==> src/rtl/debug_latch_serializer.sv <==
// Streams a captured pipeline-latch snapshot to the debug UART TX as one frame:
// HEADER, snapshot bytes LSB-first, then the XOR checksum of the snapshot bytes.
module debug_latch_serializer #(
    parameter int           NB_DATA = 85,
    parameter int           NB_BYTE = 8,
    parameter logic [7:0]   HEADER  = 8'hA5
) (
    input  logic               i_clk,
    input  logic               i_reset,
    input  logic               i_start,
    input  logic [NB_DATA-1:0] i_latch_data,
    input  logic               i_tx_ready,
    output logic [NB_BYTE-1:0] o_tx_data,
    output logic               o_tx_valid,
    output logic               o_busy,
    output logic               o_done
);

    localparam int NB_BYTES = (NB_DATA + NB_BYTE - 1) / NB_BYTE;
    localparam int CNT_W    = (NB_BYTES > 1) ? $clog2(NB_BYTES) : 1;
    localparam logic [CNT_W-1:0] LAST_IDX = CNT_W'(NB_BYTES - 1);

    typedef enum logic [2:0] {
        S_IDLE,
        S_HDR,
        S_DATA,
        S_CSUM,
        S_DONE
    } state_t;

    state_t               state_q, state_d;
    logic [CNT_W-1:0]     cnt_q, cnt_d;
    logic [NB_BYTE-1:0]   csum_q, csum_d;
    logic [NB_DATA-1:0]   snap_q, snap_d;

    logic [NB_BYTES*NB_BYTE-1:0]       snap_pad;
    logic [NB_BYTES-1:0][NB_BYTE-1:0]  bytes_w;
    logic [NB_BYTE-1:0]                cur_byte;
    logic                              accept;

    // Top byte is zero-padded above the snapshot MSB.
    always_comb begin
        snap_pad              = '0;
        snap_pad[NB_DATA-1:0] = snap_q;
    end

    assign bytes_w  = snap_pad;
    assign cur_byte = bytes_w[cnt_q];
    assign accept   = o_tx_valid && i_tx_ready;

    always_ff @(posedge i_clk or posedge i_reset) begin
        if (i_reset) begin
            state_q <= S_IDLE;
            cnt_q   <= '0;
            csum_q  <= '0;
            snap_q  <= '0;
        end else begin
            state_q <= state_d;
            cnt_q   <= cnt_d;
            csum_q  <= csum_d;
            snap_q  <= snap_d;
        end
    end

    always_comb begin
        state_d = state_q;
        cnt_d   = cnt_q;
        csum_d  = csum_q;
        snap_d  = snap_q;
        case (state_q)
            S_IDLE: begin
                if (i_start) begin
                    snap_d  = i_latch_data;
                    cnt_d   = '0;
                    csum_d  = '0;
                    state_d = S_HDR;
                end
            end
            S_HDR: begin
                if (accept) state_d = S_DATA;
            end
            S_DATA: begin
                if (accept) begin
                    csum_d = csum_q ^ cur_byte;
                    if (cnt_q == LAST_IDX) state_d = S_CSUM;
                    else                   cnt_d   = cnt_q + 1'b1;
                end
            end
            S_CSUM: begin
                if (accept) state_d = S_DONE;
            end
            S_DONE:  state_d = S_IDLE;
            default: state_d = S_IDLE;
        endcase
    end

    // Outputs decode registered state only; no path from i_tx_ready/i_start.
    always_comb begin
        o_tx_data  = '0;
        o_tx_valid = 1'b0;
        case (state_q)
            S_HDR: begin
                o_tx_data  = HEADER;
                o_tx_valid = 1'b1;
            end
            S_DATA: begin
                o_tx_data  = cur_byte;
                o_tx_valid = 1'b1;
            end
            S_CSUM: begin
                o_tx_data  = csum_q;
                o_tx_valid = 1'b1;
            end
            default: ;
        endcase
    end

    assign o_busy = (state_q != S_IDLE);
    assign o_done = (state_q == S_DONE);

endmodule

==> config.mk <==
export PLATFORM = sky130hd
export DESIGN_NAME = debug_latch_serializer
export DESIGN_NICKNAME = d
export VERILOG_FILES = /design/src/rtl/debug_latch_serializer.sv
export SDC_FILE = /design/constraint.sdc
export NUM_CORES = 1
export LEC_CHECK = 0
export ABC_AREA = 1
export CAP_MARGIN = 20
export CORE_MARGIN = 3
export CORE_UTILIZATION = 35
export CTS_BUF_LIST = sky130_fd_sc_hd__clkbuf_8
export CTS_CLUSTER_DIAMETER = 30
export DETAILED_ROUTE_END_ITERATION = 16
export PLACE_DENSITY = 0.65
export SLEW_MARGIN = 0
export SYNTH_ARGS = -nofsm -noshare
export SYNTH_HDL_FRONTEND = slang
export SYNTH_SLANG_ARGS = --single-unit
==> constraint.sdc <==
create_clock -name i_clk -period 3.15 [get_ports i_clk]
set_input_delay 0.4725 -clock i_clk [delete_from_list [all_inputs] [get_ports i_clk]]
set_output_delay 0.4725 -clock i_clk [all_outputs]
set_load 0.05 [all_outputs]
==> results of run 1 <==
==> synth_stat cells (2+ instances only) <==
cell type	instances
nand4_1	2
dfrtp_1	100
clkbuf_1	5
o21ai_0	47
inv_1	44
nand3b_1	3
a21oi_1	20
nand2_2	3
nor2_1	26
o211ai_1	8
buf_2	10
nand2_4	2
ha_1	2
buf_4	12
nand2_1	301
o21ai_1	4
nand3_1	48
buf_6	8
inv_2	7
==> cell type report <==
cell class | instances | area, um2
clock inverter | 7 | 45.0
clock buffer | 9 | 124
tap | 180 | 225
sequential | 100 | 2500
multi-input combinational | 474 | 2060
timing repair buffer | 104 | 1130
fill | 1410 | 7650
inverter | 52 | 200
==> layer usage <==
metal | vias to the layer above | global-route usage
met5 | - | 0
met4 | 0 | 0.0510
met3 | 12 | 0.0312
met2 | 120 | 0.250
met1 | 1934 | 0.247
li1 | 2226 | -
==> state kept, by name, indices dropped and copies added, names as in the netlist <==
name and cells:
cnt_q 4, csum_q 8, snap_q 85, state_q 3
==> metrics by stage <==
step | hold slack (ns) | cells | total power [W]
final | 0.452 | 926 | 0.00613
after global routing | 0.500 | 926 | 0.00664
after CTS | 0.464 | 926 | 0.00618
after detailed placement | 0.459 | 910 | 0.00543
after global placement | 0.459 | 910 | 0.00538
after floorplan | 0.442 | 661 | 0.00434
==> cells by family after synthesis <==
family / count (synthesis) / synth area share
AOI/OAI and AO/OA: 81 / 0.0857
and+or+nand+nor: 391 / 0.320
adders and majority gates: 2 / 0.00500
DFF: 100 / 0.500
buffers and inverters: 87 / 0.0892
==> power breakdown <==
group	internal, W	switching (W)
Clock	0.000284	0.000451
Combinational	0.00118	0.00198
Sequential	0.00188	0.000354
==> worst max-delay path by stage <==
stage | start | to | slack (ns) | cells after the start
after global placement | cnt_q[0] | o_tx_data[2] | 0.91 | 8
final | cnt_q[0] | o_tx_data[2] | 0.45 | 8
after floorplan | i_reset | cnt_q[0] | 0.06 | 1
after detailed placement | cnt_q[0] | o_tx_data[2] | 0.88 | 8
after global routing | cnt_q[0] | o_tx_data[4] | 0.24 | 8
after CTS | cnt_q[0] | o_tx_data[0] | 0.44 | 8
==> worst reg2reg max path, cell delays in order (launching register included) <==
cell and delay [ns]:
dfrtp_1 0.57, inv_2 0.13, nor2_2 0.49, nand2_2 0.13, nand2_4 0.21, nand2_2 0.09, inv_2 0.09, nand3_1 0.07
nand2_1 0.08, a21oi_1 0.04
==> summary.md, run 1 <==
| Metric | Value |
|---|---|
| Worst hold path class | primary input to asynchronous set/reset pin |
| Worst r2r src | state_q[1] |
| Endpoint class of the critical path | output port |
| Clk sinks | 100 |
| # IOs | 100 |
| CP Buf/Inv Count | 2 |
| Number of setup violations in the final report | 0 |
| Syn. warnings | 0 |
| Top routing layer used | met4 |
| Fraction of layout cells with a size suffix above 1 | 0.0617 |
| CTS resizes | 0 |
| Most common cell after layout, fill and taps aside | nand2_1 |
| Clock Skew | between 0.01 and 0.015 ns |
| Reg-to-Reg End | cnt_q[2] |
| Ys async rst share | 1.00 |
| Vias in the first global route | between 4000 and 5000 |
| CTS Buffer Depth | 2 |
| Hold buffers post-CTS | 0 |
| Final worst setup slack | 0.448 ns |
| Setup_tns | 0 ns |
| Average wire per standard cell | 13.8 um |
| Initial core utilization | 0.359 |
| Crit-path most repeated cell | nand2_1 |
| Synth-to-layout area growth | 25.6% |
| Rows | 43 |
| Peak VDD IR | approximately 0.43 mV |
| Top cell type's share of synthesized area | 0.500 |
| Post-CTS setup repair buffer count | 0 |
| CTS tree | built |
| Die H | 126 um |
| Clk pin slew, worst setup/hold paths | 0.10 ns |
| GR Util All Layers | 0.167 |
| Largest net degree at the start of global routing | around 120 |
| Die width | approximately 130 um |
| Fin. Hold Viols | 0 |
| Drt drc | 0 |
| Crit path cell chain | inv_2 > nand2_2 > nor3_2 > a21oi_1 > nand2_1 > nand2_1 > nand2_1 > buf_12 |
| Slew margin rel. | 0.617 |
| Crit-path leading delay family | simple AND/OR/NAND/NOR gates |
| Status | complete, no violations |
| Met1 WL | 6260 um |
| CTS Root Cell | clkbuf_8 |
| Setup WS pre-CTS | 0.880 ns |
| Post-synthesis sequential area ratio | 0.500 |
| Synth Instances | 661 |
| Number of DRC markers in iteration 0 | 283 |
| Met3 wire length | ~730 um |
| Port Buffer Count | a little under 100 |
| Yosys cell types | 28 |
| Fin crit period | 2.70 ns |
| Max Freq | 370 MHz |
| CP max stage cell | dfrtp_1 |
| R2R cell count | 9 |
| Final Max Tran Viols | 0 |
| Pleak | 3.09 nW |
| Critical Path Start Type | flip-flop |
| Least-Margin Pin Slew | 0.574 ns |
| Yosys top cell by area | dfrtp_1 |
| Synth Flop Type | dfrtp_1 |
| Vias per cell | 4.63 |
| Dominant cells by area after synthesis | dfrtp_1, nand2_1, nand3_1 |
| Final ANT Viol Nets | 0 |
| Grt total ovfl | 0 |
| Unrepaired setup endpoints after global routing | no |
| EDFF count, synth | 0 |
| Worst-Skew Late Latency | 0.38 ns |
| Crit Path Class | flip-flop to output port |
| Worst Path Arrival | 2.23 ns |
| CTS H-tree depth | 3 |
| DP HPWL | 9200 um |
| Fin util | 0.451 |
| P per Cell Area | 975 mW/mm2 |
| Max-cap violations | 0 |
| Antenna violations before repair | 0 |
| CP Max Fanout | 20 |
| Placed instance area | about 0.0061 mm2 |
| DR WL met2 | 5650 um |
| Synth Register Bits | 100 |
| Post-Syn Area | ~0.0050 mm2 |
| First-pass GRT wire length | 21500 um |
| Design area | 0.00629 mm2 |
| RePlAce Congestion | ~0.86 |
| Die Area | ~0.016 mm2 |
| Core Footprint | 0.0139 mm2 |
| Most frequent cells in the layout | nand2_1, dfrtp_1, clkdlybuf4s50_1 |
| R2r setup slk | approximately 1.1 ns |
| Mean area per synthesized cell | about 7.6 um2 |
| First drt pass iteration count | 4 |
| Total wire length | 12800 um |
| Syn Nets | approximately 750 |
| CTS Buf Count | 9 |
| Crit path required time | around 2.7 ns |
| Routed vias | between 4000 and 5000 |
| Fin crit share | 0.858 |
| Nets@finish | 832 |
| Critical Path Max Stage Delay | 0.40 ns |
| Ant diodes | 0 |
Power figures use the tool's default switching activity.
==> run 2: changes to the inputs <==
--- a/config.mk
+++ b/config.mk
@@ -12,7 +12,6 @@
 export CTS_BUF_LIST = sky130_fd_sc_hd__clkbuf_8
 export CTS_CLUSTER_DIAMETER = 30
 export DETAILED_ROUTE_END_ITERATION = 16
-export PLACE_DENSITY = 0.65
 export SLEW_MARGIN = 0
 export SYNTH_ARGS = -nofsm -noshare
 export SYNTH_HDL_FRONTEND = slang
==> run 2 against run 1 <==
  * Sequential power about the same
  * Clock power up 9.4%
  * Worst setup slack worse by 0.063 ns
  * First-iteration DRC count down 1.8%
  * Sequential share of layout area up 0.42 points
  * Register-to-register slack worse by 0.02 ns
  * Hold slack better by 0.027 ns
  * Flip-flop and latch count unchanged
  * Largest power group unchanged
  * Highest routed layer unchanged
==> summary.md, run 2 (same netlist as run 1, synthesis figures left out) <==
| Metric | Value |
|---|---|
| Crit Path Class | flip-flop to output port |
| Clk pin slew, worst setup/hold paths | 0.10 ns (about the same) |
| Critical Path Max Stage Delay | 0.47 ns (+0.07 ns) |
| Core Footprint | 0.0139 mm2 (unchanged) |
| Crit path required time | 2.68 ns (about the same) |
| Average wire per standard cell | 14.3 um (+3.7%) |
| Max-cap violations | 0 (unchanged) |
| Vias in the first global route | 4438 (+3.9%) |
| CTS H-tree depth | 3 (unchanged) |
| Largest net degree at the start of global routing | 91 (-27%) |
| Drt drc | 0 (unchanged) |
| Crit path cell chain | buf_4 > nand2_1 > o21ai_0 > nand2_1 > nand3_1 > nand3_1 > nand2_1 > nand2_1 > nand2_1 > buf_4 |
| Fraction of layout cells with a size suffix above 1 | 0.0592 (-0.00244) |
| Most frequent cells in the layout | nand2_1, dfrtp_1, clkdlybuf4s50_1 |
| Worst r2r src | state_q[1] |
| Worst setup path end | o_tx_data[7] |
| Reg-to-Reg End | cnt_q[2] |
| Origin of the worst setup path | cnt_q[0] |
| Fin crit period | 2.77 ns (+0.0634 ns) |
| Fin crit share | 0.878 (+0.0201) |
| Max Freq | 362 MHz (-2.3%) |
| CTS Root Cell | clkbuf_8 |
| CTS Buffer Depth | 2 (unchanged) |
| Status | complete, no violations |
| Busiest grt layer | met2 |
| Grt total ovfl | 0 (unchanged) |
| Final ANT Viol Nets | 0 (unchanged) |
| First drt pass iteration count | 5 (+1) |
| Met3 Use GR | 0.0316 (+0.000427) |
| Least-Margin Pin Slew | 0.584 ns (+0.00952 ns) |
| Antenna violations before repair | 0 (unchanged) |
| Number of DRC markers in iteration 0 | 278 (-1.8%) |
| CTS tree | built |
| Die Area | 0.0158 mm2 (unchanged) |
| Regs by FF count | snap_q (85), csum_q (8), cnt_q (4) |
| Routed vias | 4359 (+1.6%) |
| Die width | 126 um (unchanged) |
| Worst hold path class | flip-flop to flip-flop |
| Total wire length | 13200 um (+3.3%) |
| # IOs | 100 (unchanged) |
| CTS Buf Count | 9 (unchanged) |
| Vias per cell | 4.72 (+1.9%) |
| Slew margin rel. | 0.610 (-0.00636) |
| Rows | 43 (unchanged) |
| Met2 Use GR | 0.261 (+0.0110) |
| Grt met1 use | 0.257 (+0.00960) |
| CTS resizes | 0 (unchanged) |
| CP Max Fanout | 57 (+190%) |
| Largest register FFs | 85 (unchanged) |
| GR Util All Layers | 0.175 (+0.00787) |
| Post-CTS setup repair buffer count | 0 (unchanged) |
| DP HPWL | 9630 um (+4.8%) |
| Endpoint class of the critical path | output port |
| R2r setup slk | 1.10 ns (-0.02 ns) |
| Fin. Hold Viols | 0 (unchanged) |
| Number of setup violations in the final report | 0 (unchanged) |
| Synth-to-layout area growth | 24.3% |
| Ant diodes | 0 (unchanged) |
| P per Cell Area | 964 mW/mm2 (-1.2%) |
| Most common cell after layout, fill and taps aside | nand2_1 |
| Top reg by flops | snap_q |
| Clock Skew | 0.0164 ns (+0.00637 ns) |
| Die H | 126 um (unchanged) |
| Initial core utilization | 0.359 (unchanged) |
| CP max stage cell | buf_4 |
| Worst Path Arrival | 2.29 ns (+0.06 ns) |
| Worst-Skew Late Latency | 0.38 ns (about the same) |
| Peak VDD IR | 0.300 mV (-30%) |
| Unrepaired setup endpoints after global routing | no |
| Clk sinks | 100 (unchanged) |
| Final Max Tran Viols | 0 (unchanged) |
| Crit-path most repeated cell | nand2_1 |
| R2R cell count | 9 (unchanged) |
| Hold slack final | 0.479 ns (+0.0265 ns) |
| Hold buffers post-CTS | 0 (unchanged) |
| Pleak | 3.07 nW (-0.72%) |
| First-pass GRT wire length | 22500 um (+4.7%) |
| Critical Path Start Type | flip-flop |
| Port Buffer Count | 99 (unchanged) |
| Nets@finish | 832 (unchanged) |
| Setup_tns | 0 ns (unchanged) |
| RePlAce Congestion | 0.830 (-3.8%) |
run 2: changes by cell type in the layout (fill, tap and decap cells not counted), sizes merged:
cell,before,now
clkinv,6,2
clkbuf,9,10
bufinv,0,1
inv,53,52
run 2: worst min path at each step:
stage                     startpoint    endpoint  slack, ns  cells after the start
after floorplan           snap_q[24]  snap_q[24]       0.44                      2
after global placement    snap_q[24]  snap_q[24]       0.45                      2
after detailed placement  snap_q[24]  snap_q[24]       0.46                      2
after CTS                 snap_q[72]  snap_q[72]       0.48                      2
after global routing      snap_q[77]  snap_q[77]       0.50                      2
final                     snap_q[72]  snap_q[72]       0.48                      2
run 2: where the power goes:
part	total, W	internal (W)	leakage (nW)	switching [W]
Clock	0.000805	0.000374	0.0939	0.000431
Combinational	0.00297	0.000997	1.73	0.00197
Sequential	0.00223	0.00188	1.25	0.000345
run 2: layer usage:
| layer | routed length, um | up-vias |
|---|---|---|
| met5 | 0 | - |
| met4 | 276 | 0 |
| met3 | 640 | 16 |
| met2 | 5920 | 111 |
| met1 | 6380 | 2016 |
| li1 | - | 2216 |
run 2: critical path: cells and delay by family (launching register included):
kind,cells,cell delay (ns)
and+or+nand+nor,7,0.73
DFF,1,0.37
AOI/OAI and AO/OA,1,0.11
buffers and inverters,2,0.67
run 2: layout make-up:
cell class / instances / area (um2)
Sequential cell: 100 / 2500
Multi-Input combinational cell: 474 / 2060
Timing Repair Buffer: 104 / 1060
Clock inverter: 3 / 40.0
Inverter: 52 / 200
Fill cell: 1416 / 7710
Tap cell: 180 / 225
Clock buffer: 10 / 138
run 2: stage by stage:
step                      std cells  power, W  cell area, um2  setup WS, ns  utilization
after floorplan                 661   0.00434            5010        0.0587            -
after global placement          910   0.00518            6040         0.827        0.434
after detailed placement        910   0.00523            6040         0.811        0.434
after CTS                       923   0.00603            6220         0.383        0.446
after global routing            923   0.00656            6220         0.151        0.446
final                           923   0.00600            6220         0.385        0.446
==> run 3: changes to the inputs <==
--- a/config.mk
+++ b/config.mk
@@ -7,7 +7,6 @@
 export LEC_CHECK = 0
 export ABC_AREA = 1
 export CAP_MARGIN = 20
-export CORE_MARGIN = 3
 export CORE_UTILIZATION = 35
 export CTS_BUF_LIST = sky130_fd_sc_hd__clkbuf_8
 export CTS_CLUSTER_DIAMETER = 30
==> run 3 against run 2 <==
  * Core utilization is 0.51 points higher
  * Hold slack got worse by 0.00081 ns
  * Highest routed layer unchanged
  * Combinational power about the same
  * Sequential share of layout area fell by 0.46 points
  * First-iteration DRC count is 26% higher
  * Largest power group unchanged
  * Worst setup slack better by 0.078 ns
  * Non-clock buffer count did not move
  * Power is 3.3% higher
  * Clock skew decreased by 0.0046 ns
  * Maximum frequency increased by 2.9%
  * Via count decreased by 0.25%
  * Largest cell class unchanged
  * Clock power up 24%
==> summary.md, run 3 (same netlist as run 1, synthesis figures left out) <==
| Metric | Value |
|---|---|
| Status | complete, no violations |
| Met1 WL | 6360 um (-0.25%) |
| CTS Root Cell | clkbuf_8 |
| Placed cells | 910 (unchanged) |
| Logic pwr share | 0.479 (-0.016) |
| Largest register FFs | 85 (unchanged) |
| RePlAce Congestion | 0.860 (+3.6%) |
| Worst-Skew Late Latency | 0.37 ns (about the same) |
| Top reg by flops | snap_q |
| Sequential cell area | 0.00250 mm2 (unchanged) |
| P_int | 0.00342 W (+5.4%) |
| Switching power | 0.00277 W (+0.88%) |
| Sequential power share | 0.360 (-0.011) |
| Fin crit share | 0.853 (-0.0248) |
| Final Max Tran Viols | 0 (unchanged) |
| R2R cell count | 9 (unchanged) |
| Critical Path Start Type | flip-flop |
| Slew margin rel. | 0.562 (-0.0483) |
| DR WL met2 | 5790 um (-2.1%) |
| CTS H-tree depth | 3 (unchanged) |
| Port Buffer Count | 99 (unchanged) |
| Max Freq | 372 MHz (+2.9%) |
| Non-filler instance count after layout | 926 (+0.33%) |
| Fin crit period | 2.69 ns (-0.0783 ns) |
| First-pass GRT wire length | 21500 um (-4.7%) |
| Initial core utilization | 0.359 (unchanged) |
| Nets@finish | 832 (unchanged) |
| CTS Buf Count | 9 (unchanged) |
| Hold path depth | 2 (unchanged) |
| CTS tree | built |
| Drt drc | 0 (unchanged) |
| Unrepaired setup endpoints after global routing | no |
| Number of setup violations in the final report | 0 (unchanged) |
| Final ANT Viol Nets | 0 (unchanged) |
| Clock Skew | 0.0118 ns (-0.00455 ns) |
| Worst Path Arrival | 2.21 ns (-0.08 ns) |
| Final worst setup slack | 0.463 ns (+0.0783 ns) |
| Worst hold path class | flip-flop to flip-flop |
| Average wire per standard cell | 14.1 um (-1.5%) |
| Hold buffers post-CTS | 0 (unchanged) |
| Sw frac | 0.447 (-0.0108) |
| Vias in the first global route | 4243 (-4.4%) |
| Least-Margin Pin Slew | 0.657 ns (+0.0731 ns) |
| Largest net degree at the start of global routing | 124 (+36%) |
| R2r setup slk | 1.10 ns (about the same) |
| Die Area | 0.0148 mm2 (-6.3%) |
| GR Util All Layers | 0.188 (+0.0124) |
| Antenna violations before repair | 0 (unchanged) |
| Pleak | 3.09 nW (+0.93%) |
| Most frequent cells in the layout | nand2_1, dfrtp_1, clkdlybuf4s50_1 |
| Routed vias | 4348 (-0.25%) |
| Met3 wire length | 582 um (-9.1%) |
| Top routing layer used | met4 |
| Vias per cell | 4.70 (-0.58%) |
| First drt pass iteration count | 4 (-1) |
| Most common cell after layout, fill and taps aside | nand2_1 |
| Area of the multi-input gates | 0.00206 mm2 (unchanged) |
| Fin. Hold Viols | 0 (unchanged) |
| Die width | 122 um (-3.2%) |
| Worst r2r src | state_q[1] |
| Rows | 43 (unchanged) |
| # IOs | 100 (unchanged) |
| CTS resizes | 0 (unchanged) |
| Total wire length | 13100 um (-1.2%) |
| Fill count | 1419 (+0.21%) |
| Reg-to-Reg End | cnt_q[2] |
| Ant diodes | 0 (unchanged) |
| Endpoint class of the critical path | output port |
| Crit path required time | 2.68 ns (about the same) |
| Die H | 122 um (-3.2%) |
| P per Cell Area | 984 mW/mm2 (+2.1%) |
| Synth-to-layout area growth | 25.7% |
| Crit Path Class | flip-flop to output port |
| CP Max Fanout | 57 (unchanged) |
| Hold Path Sink | snap_q[76] |
| Fraction of layout cells with a size suffix above 1 | 0.0630 (+0.00378) |
| Peak VDD IR | 0.347 mV (+16%) |
| Regs by FF count | snap_q (85), csum_q (8), cnt_q (4) |
| Clk pin slew, worst setup/hold paths | 0.09 ns (about the same) |
| Setup_tns | 0 ns (unchanged) |
| Setup WS pre-CTS | 0.856 ns (+0.0454 ns) |
| Max-cap violations | 0 (unchanged) |
| Clk sinks | 100 (unchanged) |
| CTS Buffer Depth | 2 (unchanged) |
| Core Footprint | 0.0139 mm2 (unchanged) |
| Critical hold path startpoint | snap_q[76] |
| DP HPWL | 9240 um (-4.0%) |
| Number of DRC markers in iteration 0 | 350 (+26%) |
| Grt total ovfl | 0 (unchanged) |
| Clock share of power | 0.162 (+0.028) |
| Post-CTS setup repair buffer count | 0 (unchanged) |
run 3: cell types whose count changed in the layout (fill, tap and decap cells not counted), sizes merged:
cell      change
bufinv        +2
clkinvlp      +1
run 3: through the flow:
stage	hold slack (ns)	power, W	util	area (um2)
2_1_floorplan	0.442	0.00434	-	5010
3_3_place_gp	0.456	0.00518	0.434	6040
3_5_place_dp	0.460	0.00524	0.434	6040
6_report	0.478	0.00619	0.452	6290
5_1_grt	0.512	0.00669	0.452	6290
4_1_cts	0.484	0.00625	0.452	6290
run 3: cell type report:
type,instances,share of cell area
multi-input combinational,474,0.327
sequential,100,0.398
tap,180,0.0358
clock inverter,6,0.0177
timing repair buffer,104,0.168
inverter,52,0.0318
clock buffer,10,0.0219
run 3: layer usage:
metal  global-route usage  vias up
met5                    0        -
met4               0.0772        0
met3               0.0276       22
met2                0.282      111
met1                0.270     1984
li1                     -     2231
run 3: worst max path at each step:
stage,slack [ns],depth (start not counted),endpoint,from
after floorplan,0.06,1,cnt_q[0],i_reset
after global placement,0.89,10,o_tx_data[2],cnt_q[0]
final,0.46,10,o_tx_data[2],cnt_q[0]
after global routing,0.22,10,o_tx_data[7],cnt_q[0]
after CTS,0.44,10,o_tx_data[7],cnt_q[0]
after detailed placement,0.86,8,o_tx_data[0],cnt_q[0]
run 3: critical path, cell delays in order (launching register included):
cell	delay, ns
dfrtp_1	0.36
buf_4	0.46
nand2_1	0.12
nand2_1	0.09
nand2_1	0.05
nand3_1	0.11
nand3_1	0.15
nand2_1	0.14
nand2_1	0.06
nand2_1	0.12
buf_12	0.14
run 3: power by group through the flow:
stage                     combinational (W)  clock [W]  sequential [W]
after CTS                           0.00300    0.00102         0.00222
after floorplan                     0.00223          0         0.00211
after detailed placement            0.00299          0         0.00225
final                               0.00296    0.00100         0.00223
after global placement              0.00294          0         0.00224
after global routing                0.00333    0.00107         0.00229
